`config.mk`:
```
export PLATFORM = sky130hd
export DESIGN_NAME = dmem_arbiter
export DESIGN_NICKNAME = d
export VERILOG_FILES = /design/src/rtl/dmem_arbiter.sv
export SDC_FILE = /design/constraint.sdc
export NUM_CORES = 1
export LEC_CHECK = 0
export CAP_MARGIN = 25
export CORE_MARGIN = 5
export CORE_UTILIZATION = 30
export CTS_CLUSTER_SIZE = 30
export DETAILED_ROUTE_END_ITERATION = 6
export GPL_TIMING_DRIVEN = 0
export MAX_ROUTING_LAYER = met4
export PLACE_DENSITY = 0.69
export SLEW_MARGIN = 20
export SYNTH_ARGS = -nofsm -noshare
export SYNTH_HDL_FRONTEND = slang
export SYNTH_SLANG_ARGS = --single-unit
export TNS_END_PERCENT = 1
```
`constraint.sdc`:
```
create_clock -name i_clk -period 2 [get_ports i_clk]
set_input_delay 0.4 -clock i_clk [delete_from_list [all_inputs] [get_ports i_clk]]
set_output_delay 0.4 -clock i_clk [all_outputs]
set_load 0.02 [all_outputs]
```
`src/rtl/dmem_arbiter.sv`:
```
// ---------------------------------------------------------------------------
// dmem_arbiter
//   Shares the single-port data memory between the pipeline Memory stage
//   (CPU) and an external burst requester (loader / DMA / debug).
//   - By default the CPU owns the memory, with no added latency.
//   - The external port is granted 1..2^LEN_W word bursts, one beat per cycle.
//   - A starvation counter bounds how long the external side can wait while
//     the CPU keeps the memory busy.
//
// Ports
//   i_clk, i_rst_n          clock (rising edge), asynchronous active-low reset
//   i_cpu_req/we/addr/wdata Memory stage access (load or store)
//   o_cpu_rdata             load data, passed straight through from i_mem_rd
//   o_cpu_stall             CPU access not serviced this cycle
//   i_ext_req/we/addr/len   burst request, held until o_ext_gnt; beats = len+1
//   i_ext_wdata             write beat data, consumed when o_ext_wready
//   o_ext_gnt               1-cycle pulse: request accepted, fields latched
//   o_ext_wready            write beat consumed this cycle
//   o_ext_rdata/o_ext_rvalid registered read beat data, one cycle after beat
//   o_ext_done              1-cycle pulse on the last burst beat
//   o_mem_a/wd/we, i_mem_rd datamem interface (combinational read)
// ---------------------------------------------------------------------------
module dmem_arbiter #(
  parameter int WIDTH      = 32,
  parameter int ADDR_WIDTH = 32,
  parameter int LEN_W      = 4,
  parameter int STARVE_MAX = 4
) (
  input  logic                  i_clk,
  input  logic                  i_rst_n,
  input  logic                  i_cpu_req,
  input  logic                  i_cpu_we,
  input  logic [ADDR_WIDTH-1:0] i_cpu_addr,
  input  logic [WIDTH-1:0]      i_cpu_wdata,
  output logic [WIDTH-1:0]      o_cpu_rdata,
  output logic                  o_cpu_stall,
  input  logic                  i_ext_req,
  input  logic                  i_ext_we,
  input  logic [ADDR_WIDTH-1:0] i_ext_addr,
  input  logic [LEN_W-1:0]      i_ext_len,
  input  logic [WIDTH-1:0]      i_ext_wdata,
  output logic                  o_ext_gnt,
  output logic                  o_ext_wready,
  output logic [WIDTH-1:0]      o_ext_rdata,
  output logic                  o_ext_rvalid,
  output logic                  o_ext_done,
  output logic [ADDR_WIDTH-1:0] o_mem_a,
  output logic [WIDTH-1:0]      o_mem_wd,
  output logic                  o_mem_we,
  input  logic [WIDTH-1:0]      i_mem_rd
);

  localparam int SC_W = $clog2(STARVE_MAX + 1);
  localparam logic [SC_W-1:0] STARVE_LIM = SC_W'(STARVE_MAX);

  typedef enum logic {S_CPU, S_EXT} state_t;

  state_t                r_state;
  state_t                w_state_nxt;
  logic [SC_W-1:0]       r_starve_cnt;
  logic [LEN_W-1:0]      r_beat_cnt;
  logic [ADDR_WIDTH-1:0] r_burst_addr;
  logic                  r_burst_we;
  logic [WIDTH-1:0]      r_ext_rdata;
  logic                  r_ext_rvalid;
  logic                  w_accept;
  logic                  w_read_beat;

  // Load data is simply the memory read port; it is only meaningful to the
  // CPU when it is not stalled.
  assign o_cpu_rdata  = i_mem_rd;
  assign o_ext_rdata  = r_ext_rdata;
  assign o_ext_rvalid = r_ext_rvalid;
  assign w_read_beat  = (r_state == S_EXT) && !r_burst_we;

  always_comb begin
    w_state_nxt  = r_state;
    w_accept     = 1'b0;
    o_mem_a      = i_cpu_addr;
    o_mem_wd     = i_cpu_wdata;
    o_mem_we     = i_cpu_req & i_cpu_we;
    o_cpu_stall  = 1'b0;
    o_ext_gnt    = 1'b0;
    o_ext_wready = 1'b0;
    o_ext_done   = 1'b0;
    case (r_state)
      S_CPU: begin
        // CPU keeps priority until it has blocked the external side for
        // STARVE_MAX contended cycles; the CPU access in the grant cycle is
        // still serviced since the burst only starts next cycle.
        w_accept  = i_ext_req & (!i_cpu_req | (r_starve_cnt == STARVE_LIM));
        o_ext_gnt = w_accept;
        if (w_accept) w_state_nxt = S_EXT;
      end
      S_EXT: begin
        o_mem_a      = r_burst_addr;
        o_mem_wd     = i_ext_wdata;
        o_mem_we     = r_burst_we;
        o_ext_wready = r_burst_we;
        o_cpu_stall  = i_cpu_req;
        if (r_beat_cnt == '0) begin
          o_ext_done  = 1'b1;
          w_state_nxt = S_CPU;
        end
      end
      default: w_state_nxt = S_CPU;
    endcase
  end

  always_ff @(posedge i_clk or negedge i_rst_n) begin
    if (!i_rst_n) begin
      r_state      <= S_CPU;
      r_starve_cnt <= '0;
      r_beat_cnt   <= '0;
      r_burst_addr <= '0;
      r_burst_we   <= 1'b0;
      r_ext_rdata  <= '0;
      r_ext_rvalid <= 1'b0;
    end else begin
      r_state <= w_state_nxt;

      if (r_state == S_CPU) begin
        if (w_accept) begin
          r_starve_cnt <= '0;
        end else if (i_ext_req && i_cpu_req && (r_starve_cnt != STARVE_LIM)) begin
          r_starve_cnt <= r_starve_cnt + 1'b1;
        end
      end

      if (w_accept) begin
        r_burst_addr <= i_ext_addr;
        r_burst_we   <= i_ext_we;
        r_beat_cnt   <= i_ext_len;
      end else if (r_state == S_EXT) begin
        // Address wraps naturally at the top of the address space.
        r_burst_addr <= r_burst_addr + ADDR_WIDTH'(4);
        if (r_beat_cnt != '0) r_beat_cnt <= r_beat_cnt - 1'b1;
      end

      r_ext_rvalid <= w_read_beat;
      if (w_read_beat) r_ext_rdata <= i_mem_rd;
    end
  end

endmodule

```
==> results.json <==
{
  "swShare": 0.401,
  "synth_xor_area_frac": 0.0445,
  "p_sw_mw": 4.47,
  "worstPathMaxFanout": 10,
  "r2r_slack_ns": 0.07,
  "relSlewSlack": 0.588,
  "r2r-end": "r_burst_addr[28]",
  "netlist_instances": 430,
  "cts_buffer_depth": 2,
  "cp-end-kind": "primary output",
  "ir_drop_mv": 0.505,
  "drc": 0,
  "p_int_mw": 6.69,
  "drv_slew": 0,
  "async_flop_share": 1.00,
  "violations": "setup timing",
  "fill_cells": 1273,
  "grt_pass1_vias": 4983,
  "die_x_um": 133,
  "max_cap_violations": 0,
  "crit_chain": "bufbuf_16, buf_8, mux2_2, buf_2",
  "antenna_found_initial": 0,
  "io_buffers": 303,
  "tightest_slew_ns": 0.618,
  "fin_crit_ns": 2.07,
  "p_comb_frac": 0.580,
  "dr.pass1.iters": 5,
  "synth_fp_nets": 604,
  "final_nets": 929,
  "dieArea_um2": 17600,
  "synthTopCellsByArea": "dfrtp_1 41%, mux2_2 23%, buf_4 5.3%",
  "htree_levels": 3,
  "cts_tree": "built",
  "worstSkewPairLatency_ns": 0.33,
  "rsz0062_at_grt": "true",
  "finClkSkew_ns": 0.00456,
  "status": "complete, but fails checks",
  "cpLargestDelayFamily": "buffers and inverters",
  "cpPeakStageDelay_ns": 0.39,
  "slowest_stage": "dfrtp_1",
  "power.leakage_nw": 3.54,
  "routed_wl_um": 17700,
  "timing.final.crit_share": 1.04,
  "clock_power_share": 0.159,
  "dp_slack_ns": -1.33,
  "cts_root_buffer": "clkbuf_16",
  "synth_top_family_by_area": "multiplexers",
  "arrival_ns": 1.67,
  "grt_start_max_net_pins": 39,
  "synth_mux_area_frac": 0.234,
  "hpwl_um": 14400,
  "cts_sinks": 74,
  "viasPerCell": 4.89,
  "crit_required_ns": 1.60,
  "yosys.area_share.simple": 0.114,
  "synth_top_area_share": 0.410,
  "drtIter0Drc": 143,
  "hold_violations": 0,
  "coreArea_um2": 14600,
  "grt_first_pass_wirelength_um": 27400,
  "pin_count": 304,
  "synth_cell_types": 41,
  "rr_worst_depth": 7,
  "n_antenna_cell": 0,
  "synth_compound_area_frac": 0.100,
  "antenna_left": 0,
  "post_drt_wl_per_cell_um": 18.8,
  "rows": 44,
  "p_seq_frac": 0.260,
  "grt.total_usage": 0.202,
  "synth_fa_ha_area_frac": 0.0111,
  "drive_gt1_frac": 0.364,
  "initial_utilization": 0.309,
  "grt_overflow": 0,
  "critPathBufInv": 3,
  "yosys_warnings": 0,
  "fin_total_pwr_mw": 11.2,
  "ys_ff_latch": 74,
  "crit_path_start_kind": "register",
  "routed-via-count": 4619,
  "yosysSeqAreaShare": 0.410,
  "fp.dieH_um": 133,
  "synth.cell_area_um2": 4520,
  "crit_type": "reg -> out",
  "yosysTopAreaCell": "dfrtp_1",
  "synth.avg_cell_area_um2": 10.5,
  "clock.fmax_ghz": 0.482,
  "setup_viol": 46,
  "fin_setup_tns_ns": -2.33,
  "synth_edf_count": 0,
  "post_dp_cell_area_um2": 7810,
  "hold_buffers": 0,
  "design_area_um2": 8220,
  "fin_util": 0.561,
  "areaGrowthSynthToFinish_pct": 81.7,
  "fin_ws_ns": -0.0728,
  "hp-class": "in -> async",
  "cts_made_buffers": 9,
  "ys.flop_type": "dfrtp_1",
  "regToRegStartpoint": "r_state",
  "clk_pin_slew_ns": 0.06,
  "gp_congestion": 0.843,
  "cellPowerDensity_nw_per_um2": 1360
}
-- power by group through the flow --
stage	Combinational [mW]	Sequential [mW]	Clock, mW
6_report	6.48	2.90	1.78
5_1_grt	6.94	3.01	1.88
4_1_cts	6.39	2.89	1.81
3_5_place_dp	6.43	2.91	0
3_3_place_gp	6.33	2.88	0
2_1_floorplan	3.16	3.16	0
-- metrics by stage --
step	instances	hold slack [ns]
3_3_place_gp	917	0.475
4_1_cts	939	0.0474
5_1_grt	944	0.0733
6_report	944	0.0294
2_1_floorplan	430	0.104
3_5_place_dp	918	0.407
-- cells in the mapped netlist, types with 2 or more instances --
master    instances
buf_4            32
nand4_1          11
o21ai_0          33
clkbuf_1         12
nor3b_1           3
a22oi_1          19
or2_2             2
xnor2_1           7
nor3_1            4
o211ai_1          4
buf_2             5
a21oi_1           5
nand2_1          26
ha_1              4
o311ai_0          2
and2_1            3
dfrtp_1          74
and3_1            7
a31o_2            2
nor2_1            9
xor2_1           16
a222oi_1          3
nand3_1          17
mux2_2           94
inv_1            15
buf_1             6
-- cell type report --
| type | instances | area [µm²] | area share |
|---|---|---|---|
| timing repair buffer | 314 | 2860 | 0.348 |
| multi-input combinational | 285 | 2380 | 0.289 |
| sequential | 74 | 1850 | 0.226 |
| buffer | 55 | 492 | 0.0599 |
| clock buffer | 12 | 256 | 0.0312 |
| tap | 184 | 230 | 0.0280 |
| inverter | 16 | 76.3 | 0.00929 |
| clock inverter | 4 | 73.8 | 0.00899 |
-- worst max path at each step --
| stage | startpoint | endpoint | slack [ns] | depth (start not counted) |
|---|---|---|---|---|
| after detailed placement | i_ext_req | o_ext_gnt | -1.33 | 6 |
| after global placement | i_rst_n | r_starve_cnt[1] | -2.09 | 1 |
| after floorplan | r_state | o_mem_wd[16] | 0.09 | 4 |
| after global routing | r_state | o_mem_wd[27] | -0.13 | 5 |
| after CTS | r_state | o_mem_wd[20] | -0.20 | 5 |
| final | r_state | o_mem_wd[10] | -0.07 | 4 |
-- timing repair --
item                       CTS  global route
resized for setup          304            75
setup buffers                4             5
pin swaps                    2             2
setup endpoints to repair  144           127
gates cloned                 1             0
-- cell usage in the layout (no fill, tap or decap), types with 4 or more instances in the layout --
cell type	n
clkbuf_2	12
nand4_1	11
nand3_1	17
nand2_1	26
xnor2_1	7
clkbuf_16	12
clkbuf_1	7
xor2_1	16
clkdlybuf4s50_1	212
inv_1	14
mux2_4	6
a22oi_1	19
buf_6	9
mux2_2	88
o21ai_0	33
and3_1	7
clkdlybuf4s15_2	4
nor3_1	4
a21oi_1	4
buf_8	5
buf_2	39
dfrtp_1	73
o211ai_1	4
nor2_1	8
buf_4	73
-- state kept, by name, summed over array words and instances, names as in the netlist --
| name | cells |
|---|---|
| o_ext_rdata | 32 |
| r_burst_we | 1 |
| r_starve_cnt | 3 |
| o_ext_rvalid | 1 |
| r_burst_addr | 32 |
| r_beat_cnt | 4 |
| r_state | 1 |
-- logic make-up after synthesis --
kind of cell,count (synthesis)
flip-flops,74
multiplexers,94
AO/OA/AOI/OAI,71
XOR/XNOR,23
buffers and inverters,71
adder cells (fa/ha/maj),4
AND/OR/NAND/NOR,93
-- per-layer routing --
| metal | share of wire | GRT usage | wire, µm |
|---|---|---|---|
| met5 | 0 | - | 0 |
| met4 | 0.026 | 0.0745 | 468 |
| met3 | 0.087 | 0.0535 | 1540 |
| met2 | 0.50 | 0.354 | 8880 |
| met1 | 0.39 | 0.220 | 6820 |
(Power assumes the default switching activity.)
==> variant, RTL diff (same flow settings) <==
Set the parameter `WIDTH` to 16 (it was 32).
--- a/src/rtl/dmem_arbiter.sv
+++ b/src/rtl/dmem_arbiter.sv
@@ -22,5 +22,5 @@
 // ---------------------------------------------------------------------------
 module dmem_arbiter #(
-  parameter int WIDTH      = 32,
+  parameter int WIDTH      = 16,
   parameter int ADDR_WIDTH = 32,
   parameter int LEN_W      = 4,
Ports: changed (6 resized); port bits go from 304 to 208. No check against the original RTL was run, so the function may have changed too.
==> variant against the original RTL <==
- the flow finishes with violations (hold timing, setup timing)
- power fell by 23%
- worst setup slack got worse by 13 ps
- count of clock-buffer cells in the layout rose by 2
- global-route usage fell by 2.5 points
- largest power group unchanged
- core utilization fell by 3.3 points
- routed wire length fell by 27%
- sequential cell count fell by 16
- area after synthesis fell by 18%
- die area fell by 17%
- cell area fell by 22%
==> variant: results (changes against the original RTL) <==
synth_area_leaders: "dfrtp_1 (39%), mux2_2 (20%), nand2_1 (3.9%), buf_4 (3.2%), o21ai_0 (3.1%)"
nFillCells: 1126  # -12%
crit_end: "o_ext_gnt"
synth_top_area_share_pct: 39.07  # -1.9 points
hold_viol: 6  # +6
worst_pin_slew_ps: 599.5  # -18.75 ps
wl_met1_mm: 5.583  # -18%
synth-seq-area-share_pct: 39.07  # -1.9 points
cts_resized: 132  # -57%
met3_usage_pct: 3.543  # -1.8 points
setup_slack_ps: -85.82  # -12.98 ps
reg2reg_depth: 9  # +2
synth_nets: 499  # -17%
syn_area_per_cell_sq_um: 9.959  # -5.3%
clk-power_mw: 1.54  # -13%
grt_pass1_vias: 3872  # -22%
rr_endpoint: "r_burst_addr[21]$_DFFE_PN0P_"
p_per_area_mw_per_mm2: 1358  # about the same
status: "finished, violations left"
setup_viol: 15  # -67%
violations: "hold timing, setup timing"
powerSeq_mw: 2.33  # -20%
netSwitchingPower_mw: 3.526  # -21%
hold-worst-slack_ps: -3.881  # -33.25 ps
dp_hpwl_mm: 10.03  # -30%
finalWeightedCongestion: 0.7810  # -7.3%
placed_area_sq_mm: 0.006021  # -23%
synth_cell_types: 46  # +12%
peakVddDrop_uv: 561.0  # +11%
drtPass1Iterations: 4  # -1
==> variant: cell count changes after synthesis, sizes merged, moves of 5 or more <==
cell   unedited run  this run
dfrtp            74        58
nand3            18        11
and3              7         1
buf              43        23
xnor2             7        12
a22oi            19         8
a21oi             5        17
o21ai            33        23
nand2            27        39
mux2             94        67
xor2             16        11
==> variant: kinds of logic after synthesis <==
group / synth area share (%)
AND/OR/NAND/NOR: 14.28
AO/OA/AOI/OAI: 11.86
XOR/XNOR: 5.423
multiplexers: 21.39
flip-flops: 39.07
adder cells (fa/ha/maj): 1.347
buffers and inverters: 6.635
==> variant: layout make-up <==
cell class                      count  area [sq um]  area share, %
Tap cell                          168         210.2          3.300
Timing Repair Buffer              219          1953          30.66
Sequential cell                    58          1451          22.79
Multi-Input combinational cell    266          2088          32.78
Buffer                             36         314.1          4.930
Clock buffer                       14         264.0          4.145
Clock inverter                      2         35.03         0.5500
Inverter                           13         53.80         0.8446
